`src/rtl/qpsk_mapper.sv`:
```
// Byte-to-QPSK Gray mapper: each accepted byte yields four {Q,I} symbols, MSB pair first.
// Optional symbol counter port sym_count enabled by QPSK_MAPPER_SYMCNT_EN.
module qpsk_mapper #(
  parameter int N   = 16,
  parameter int AMP = 23170
) (
  input  logic           clk,
  input  logic           rst,
  input  logic [7:0]     din,
  input  logic           din_valid,
  input  logic           din_last,
  output logic           in_ready,
  output logic [2*N-1:0] dout,
  output logic           dout_valid,
  output logic           dout_last,
  input  logic           out_ready
`ifdef QPSK_MAPPER_SYMCNT_EN
  ,
  output logic [31:0]    sym_count
`endif
);

  localparam logic [N-1:0] POS = N'(AMP);
  localparam logic [N-1:0] NEG = N'(-AMP);

  typedef enum logic {EMPTY, SEND} state_t;

  state_t     state_q, state_d;
  logic [1:0] idx_q, idx_d;
  logic [7:0] byte_q, byte_d;
  logic       last_q, last_d;
  logic [1:0] pair;
  logic       accept, consume;

  assign dout_valid = (state_q == SEND);
  assign consume    = dout_valid & out_ready;
  assign in_ready   = (state_q == EMPTY) | ((state_q == SEND) & (idx_q == 2'd3) & out_ready);
  assign accept     = din_valid & in_ready;

  // idx 0 selects [7:6], idx 3 selects [1:0]
  assign pair = 2'(byte_q >> {~idx_q, 1'b0});

  always_comb begin
    dout      = '0;
    dout_last = 1'b0;
    if (state_q == SEND) begin
      dout      = {(pair[0] ? NEG : POS), (pair[1] ? POS : NEG)};
      dout_last = last_q & (idx_q == 2'd3);
    end
  end

  always_comb begin
    state_d = state_q;
    idx_d   = idx_q;
    byte_d  = byte_q;
    last_d  = last_q;
    case (state_q)
      EMPTY: if (accept) begin
        state_d = SEND;
        idx_d   = 2'd0;
        byte_d  = din;
        last_d  = din_last;
      end
      SEND: if (consume) begin
        if (idx_q == 2'd3) begin
          if (accept) begin
            idx_d  = 2'd0;
            byte_d = din;
            last_d = din_last;
          end else begin
            state_d = EMPTY;
            idx_d   = 2'd0;
          end
        end else begin
          idx_d = idx_q + 2'd1;
        end
      end
      default: state_d = EMPTY;
    endcase
  end

  always_ff @(posedge clk or posedge rst) begin
    if (rst) begin
      state_q <= EMPTY;
      idx_q   <= 2'd0;
      byte_q  <= 8'd0;
      last_q  <= 1'b0;
    end else begin
      state_q <= state_d;
      idx_q   <= idx_d;
      byte_q  <= byte_d;
      last_q  <= last_d;
    end
  end

`ifdef QPSK_MAPPER_SYMCNT_EN
  logic [31:0] sym_cnt_q;

  always_ff @(posedge clk or posedge rst) begin
    if (rst)          sym_cnt_q <= 32'd0;
    else if (consume) sym_cnt_q <= sym_cnt_q + 32'd1;
  end

  assign sym_count = sym_cnt_q;
`endif

endmodule

```
`config.mk`:
```
export PLATFORM = sky130hd
export DESIGN_NAME = qpsk_mapper
export DESIGN_NICKNAME = d
export VERILOG_FILES = /design/src/rtl/qpsk_mapper.sv
export SDC_FILE = /design/constraint.sdc
export NUM_CORES = 1
export LEC_CHECK = 0
export ABC_AREA = 1
export BUFFER_PORTS_ARGS = -buffer_cell sky130_fd_sc_hd__buf_2
export CAP_MARGIN = 20
export CORE_MARGIN = 3
export CORE_UTILIZATION = 45
export CTS_CLUSTER_DIAMETER = 100
export DETAILED_ROUTE_END_ITERATION = 8
export HOLD_SLACK_MARGIN = 0.1
export PLACE_DENSITY_LB_ADDON = 0.25
export SLEW_MARGIN = 25
export SYNTH_ARGS = -nofsm -noshare
export SYNTH_HDL_FRONTEND = slang
export SYNTH_SLANG_ARGS = --single-unit
export TNS_END_PERCENT = 50
```
`constraint.sdc`:
```
create_clock -name clk -period 2.05 [get_ports clk]
set_clock_uncertainty 0.2 [all_clocks]
set_input_delay 0.3075 -clock clk [delete_from_list [all_inputs] [get_ports clk]]
set_output_delay 0.3075 -clock clk [all_outputs]
set_load 0.01 [all_outputs]
```
Word level (Yosys, flattened, before mapping):

Index checks and enable logic that the tools add are counted.

* bits in registers: 12
* input port bits: 13
* logic and storage cells: 40

* add/sub/neg operators: 1
* equal/unequal tests: 4
* shift-type cells: 1
* muxes and demuxes: 20
* bitwise operators: 8
* reduce and logical (&&, ||, !) cells: 2

Operators by type and width (number)
* 16-bit two-way mux: 2
* 32-bit two-way mux: 1
* 8-bit two-way mux: 3
* 8-bit case mux with 2 select lines: 1
* 8-bit by 3-bit right shift with 2-bit output: 1
* 1-bit two-way mux: 7
* 2-bit two-way mux: 3
* 1-bit bitwise AND: 5
* 2-bit by 1-bit != test with 1-bit output, second input constant: 2
* 1-bit case mux with 2 select lines: 2
* 2-bit case mux with 2 select lines: 1
* 2-bit AND reduction: 2
* 2-bit by 1-bit adder with 2-bit output, second input constant: 1
* 2-bit == test, second input constant: 1
* 2-bit != test, second input constant: 1
* 2-bit NOT: 1
* 1-bit NOT: 1
* 1-bit OR: 1

Longest topological paths before layout:

* depth in word-level cells: 9
* mapped depth: 8
* gate-level depth less buffers: 6

Worst setup path after synthesis:

No wires, ideal clock.

* kind: register -> output
* start: register idx_q[0]
* end: output dout[19]
* arrival: 1.381 ns
* setup slack: 0.161 ns
* stages on the path, launching flop included: 8
* path buffers: 2
* cells stage by stage: dfrtp_1 > buf_4 > inv_4 > nand2_2 > nand3_1 > nand2_1 > nor2_1 > buf_4

* word-level cells in the longest chain between the ends: 4

Ends and longest elaborated chain
* start: declaration: RTL line 29 `logic [1:0] idx_q, idx_d;`
* start signal: assignment: RTL line 90 `idx_q <= idx_d;`
* 2-bit NOT: RTL line 41 `assign pair = 2'(byte_q >> {~idx_q, 1'b0});`
* 8-bit by 3-bit right shift with 2-bit output: RTL line 41
* 16-bit two-way mux: RTL line 47 `dout = {(pair[0] ? NEG : POS), (pair[1] ? POS : NEG)};`
* 32-bit two-way mux: RTL line 46 `if (state_q == SEND) begin`
* end: declaration: RTL line 13 `output logic [2*N-1:0] dout,`

No other way between the ends.

Worst setup path after layout:

* start: register idx_q[0]
* end: output in_ready

* word-level cells in the longest chain between the ends: 4

Ends and longest elaborated chain
* 2-bit == test: RTL line 37 `assign in_ready = (state_q == EMPTY) | ((state_q == SEND) & (idx_q == 2'd3) & out_ready);`
* 1-bit bitwise AND (2 in a row): RTL line 37
* 1-bit OR: RTL line 37
* end: declaration: RTL line 12 `output logic in_ready,`

No other way between the ends.

==> results.py <==
metrics = {
    "routing": {
        "ant_nets": 0,
        "wire_per_inst_um": 9.612,
        "vias": 841,
        "drt_wl_total_um": 1759,
        "vias_per_cell": 4.596,
        "drt_iter0_markers": 8,
        "drcViolationCount": 0,
        "drt_pass1_iterations": 4,
    },
    "power": {
        "p_per_area_nw_per_um2": 1797,
        "ir_drop_uv": 778.7,
        "total_power_uw": 2030,
        "power_leakage_uw": 0.0006411,
    },
    "timing": {
        "setup_ws_ns": 0.1428,
        "final_hold_viol_count": 0,
        "setup_viol": 0,
        "fmax_mhz": 524.3,
        "rsz0062_at_grt": "no",
        "slew_violations": 0,
        "period_share_pct": 93.03,
        "fin_crit_ns": 1.907,
        "setup_tns_ns": 0,
    },
    "final_layout": {
        "multi_input_area_um2": 391.6,
        "seq_area_um2": 301.5,
        "area_growth_pct": 18.04,
        "drive_above_1_share_pct": 41.03,
        "layout.nets": 171,
        "antenna_cells": 0,
        "n_fill_cell": 194,
        "stdcell_count": 183,
    },
    "place": {
        "portBuffers": 45,
        "dp_hpwl_um": 1367,
        "dp_cells": 170,
        "routabilityCongestion": 0.8162,
        "dp_slack_ns": 0.1633,
    },
    "clock_tree": {
        "root_buffer": "clkbuf_4",
        "clkTransAtPathRegs_ns": 0.08,
        "clockBufferDepth": 2,
        "cts.sinks": 12,
        "htree_levels": 1,
        "clock_latency_ns": 0.27,
        "post_cts_buffers": 0,
        "numCtsBuffers": 3,
        "cts_tree": "built",
    },
    "grt": {
        "grt_max_degree": 13,
        "grt_pass1_wl_um": 2801,
        "grt_util_all_layers_pct": 13.39,
        "antenna_found_initial": 0,
        "grt_pass1_vias": 638,
        "overflow": 0,
    },
    "setup_path": {
        "critical_path_class": "reg2out",
        "critPathRequiredTime_ns": 1.54,
        "start_kind": "flop",
        "critPathMaxFanout": 9,
        "endpoint_kind": "output port",
        "worstPathArrival_ns": 1.40,
    },
    "die": {
        "io_pins": 48,
        "dieArea_um2": 2716,
        "initial_core_util_pct": 48.30,
        "coreArea_um2": 1982,
        "num_rows": 16,
        "fp.dieW_um": 52.12,
        "dieHeight_um": 52.12,
    },
    "yosys": {
        "synth.distinct_cells": 18,
        "synth_warnings": 0,
        "synth_area_um2": 957.2,
        "syn_avg_cell_area_um2": 7.478,
        "synth_flop_cell": "dfrtp_1",
        "synth_edf_count": 0,
        "synth_top_area_cell": "dfrtp_1",
        "syn-instance-count": 128,
        "synth_seq_cells": 12,
        "yosysMostFrequentCell": "nand2_1",
        "synth_commonest_cells": "nand2_1 (40), buf_4 (29), dfrtp_1 (12), inv_1 (10), nand4_1 (9)",
        "synthArstFlopShare_pct": 100.0,
        "yosysSeqAreaShare_pct": 31.37,
        "synth_top_area_share_pct": 31.37,
        "ys_top_cells_by_area": "dfrtp_1 (31%), buf_4 (23%), nand2_1 (16%), nand4_1 (5.9%), inv_1 (3.9%)",
    },
    "flow_run": {
        "drv_cap": 0,
    },
    "outcome": {
        "outcome": "complete, no violations",
    },
    "worst_hold_path": {
        "hold_path_class": "in2reg",
    },
}
## final timing paths
check / slack (ns) / start / endpoint / depth (start not counted)
min in group asynchronous: 0.40 / rst / last_q / 3
worst min register to register: 0.28 / last_q / last_q / 2
worst max register to register: 0.54 / idx_q[0] / byte_q[1] / 6
worst min-delay path: 0.11 / out_ready / idx_q[1] / 3
max in group asynchronous: 0.91 / rst / idx_q[0] / 3
worst max-delay path: 0.14 / idx_q[0] / in_ready / 4
## layout by cell type (no fill, tap or decap), drive strengths merged
| cell | instances |
|---|---|
| clkbuf | 4 |
| ha | 1 |
| dlygate4sd3 | 9 |
| dfrtp | 12 |
| nand2 | 44 |
| conb | 2 |
| buf | 46 |
| nor2 | 6 |
| nand3 | 8 |
| o21ai | 4 |
| nand4 | 9 |
| inv | 11 |
## per-stage QoR
step / instance area [µm²] / utilization [%] / hold slack (ns)
detailed placement: 982.2 / 49.56 / 0.1364
global route: 1130 / 57.01 / 0.1271
finish: 1130 / 57.01 / 0.1079
CTS: 1115 / 56.25 / 0.1086
floorplan: 960.9 / - / -0.02780
global placement: 982.2 / 49.56 / 0.1309
## state kept, by name (all words and copies together) (netlist names)
name	cells
dout_valid	1
last_q	1
idx_q	2
byte_q	8
## critical path, cell delays in order, from the launching register on
cell	delay (ns)
dfrtp_2	0.49
ha_1	0.19
inv_1	0.08
o21ai_0	0.21
buf_2	0.17
## routing by layer
| layer | GRT usage (%) | wire length [µm] |
|---|---|---|
| met1 | 16.61 | 764 |
| met2 | 23.01 | 860 |
| met3 | 2.865 | 130 |
| met4 | 3.930 | 4 |
| met5 | 0 | 0 |
## where the power goes
group          switching [µW]  total [µW]  internal (µW)
clock                    77.4         185            108
combinational             833        1390            561
sequential                108         451            343
total                    1020        2030           1010
## repair_timing
action,in CTS,in global routing
hold buffers,9,0
endpoints found under the setup margin,23,28
endpoints found under the hold margin,20,0
pin swaps,0,0
gates resized for setup,3,4
## cell type report
type	instances	share of cell area [%]
sequential	12	26.69
tap	27	2.990
clock buffer	4	3.212
multi-input combinational	74	34.66
timing repair buffer	55	28.57
inverter	11	3.876
## cells by family after synthesis
logic type,after synthesis,synth area share [%]
buffers and inverters,43,30.20
DFF,12,31.37
adders and majority gates,1,1.307
other,1,0.3918
AOI/OAI and AO/OA,4,2.876
and+or+nand+nor,67,33.86
No activity file was read; power rests on OpenSTA's default activity.
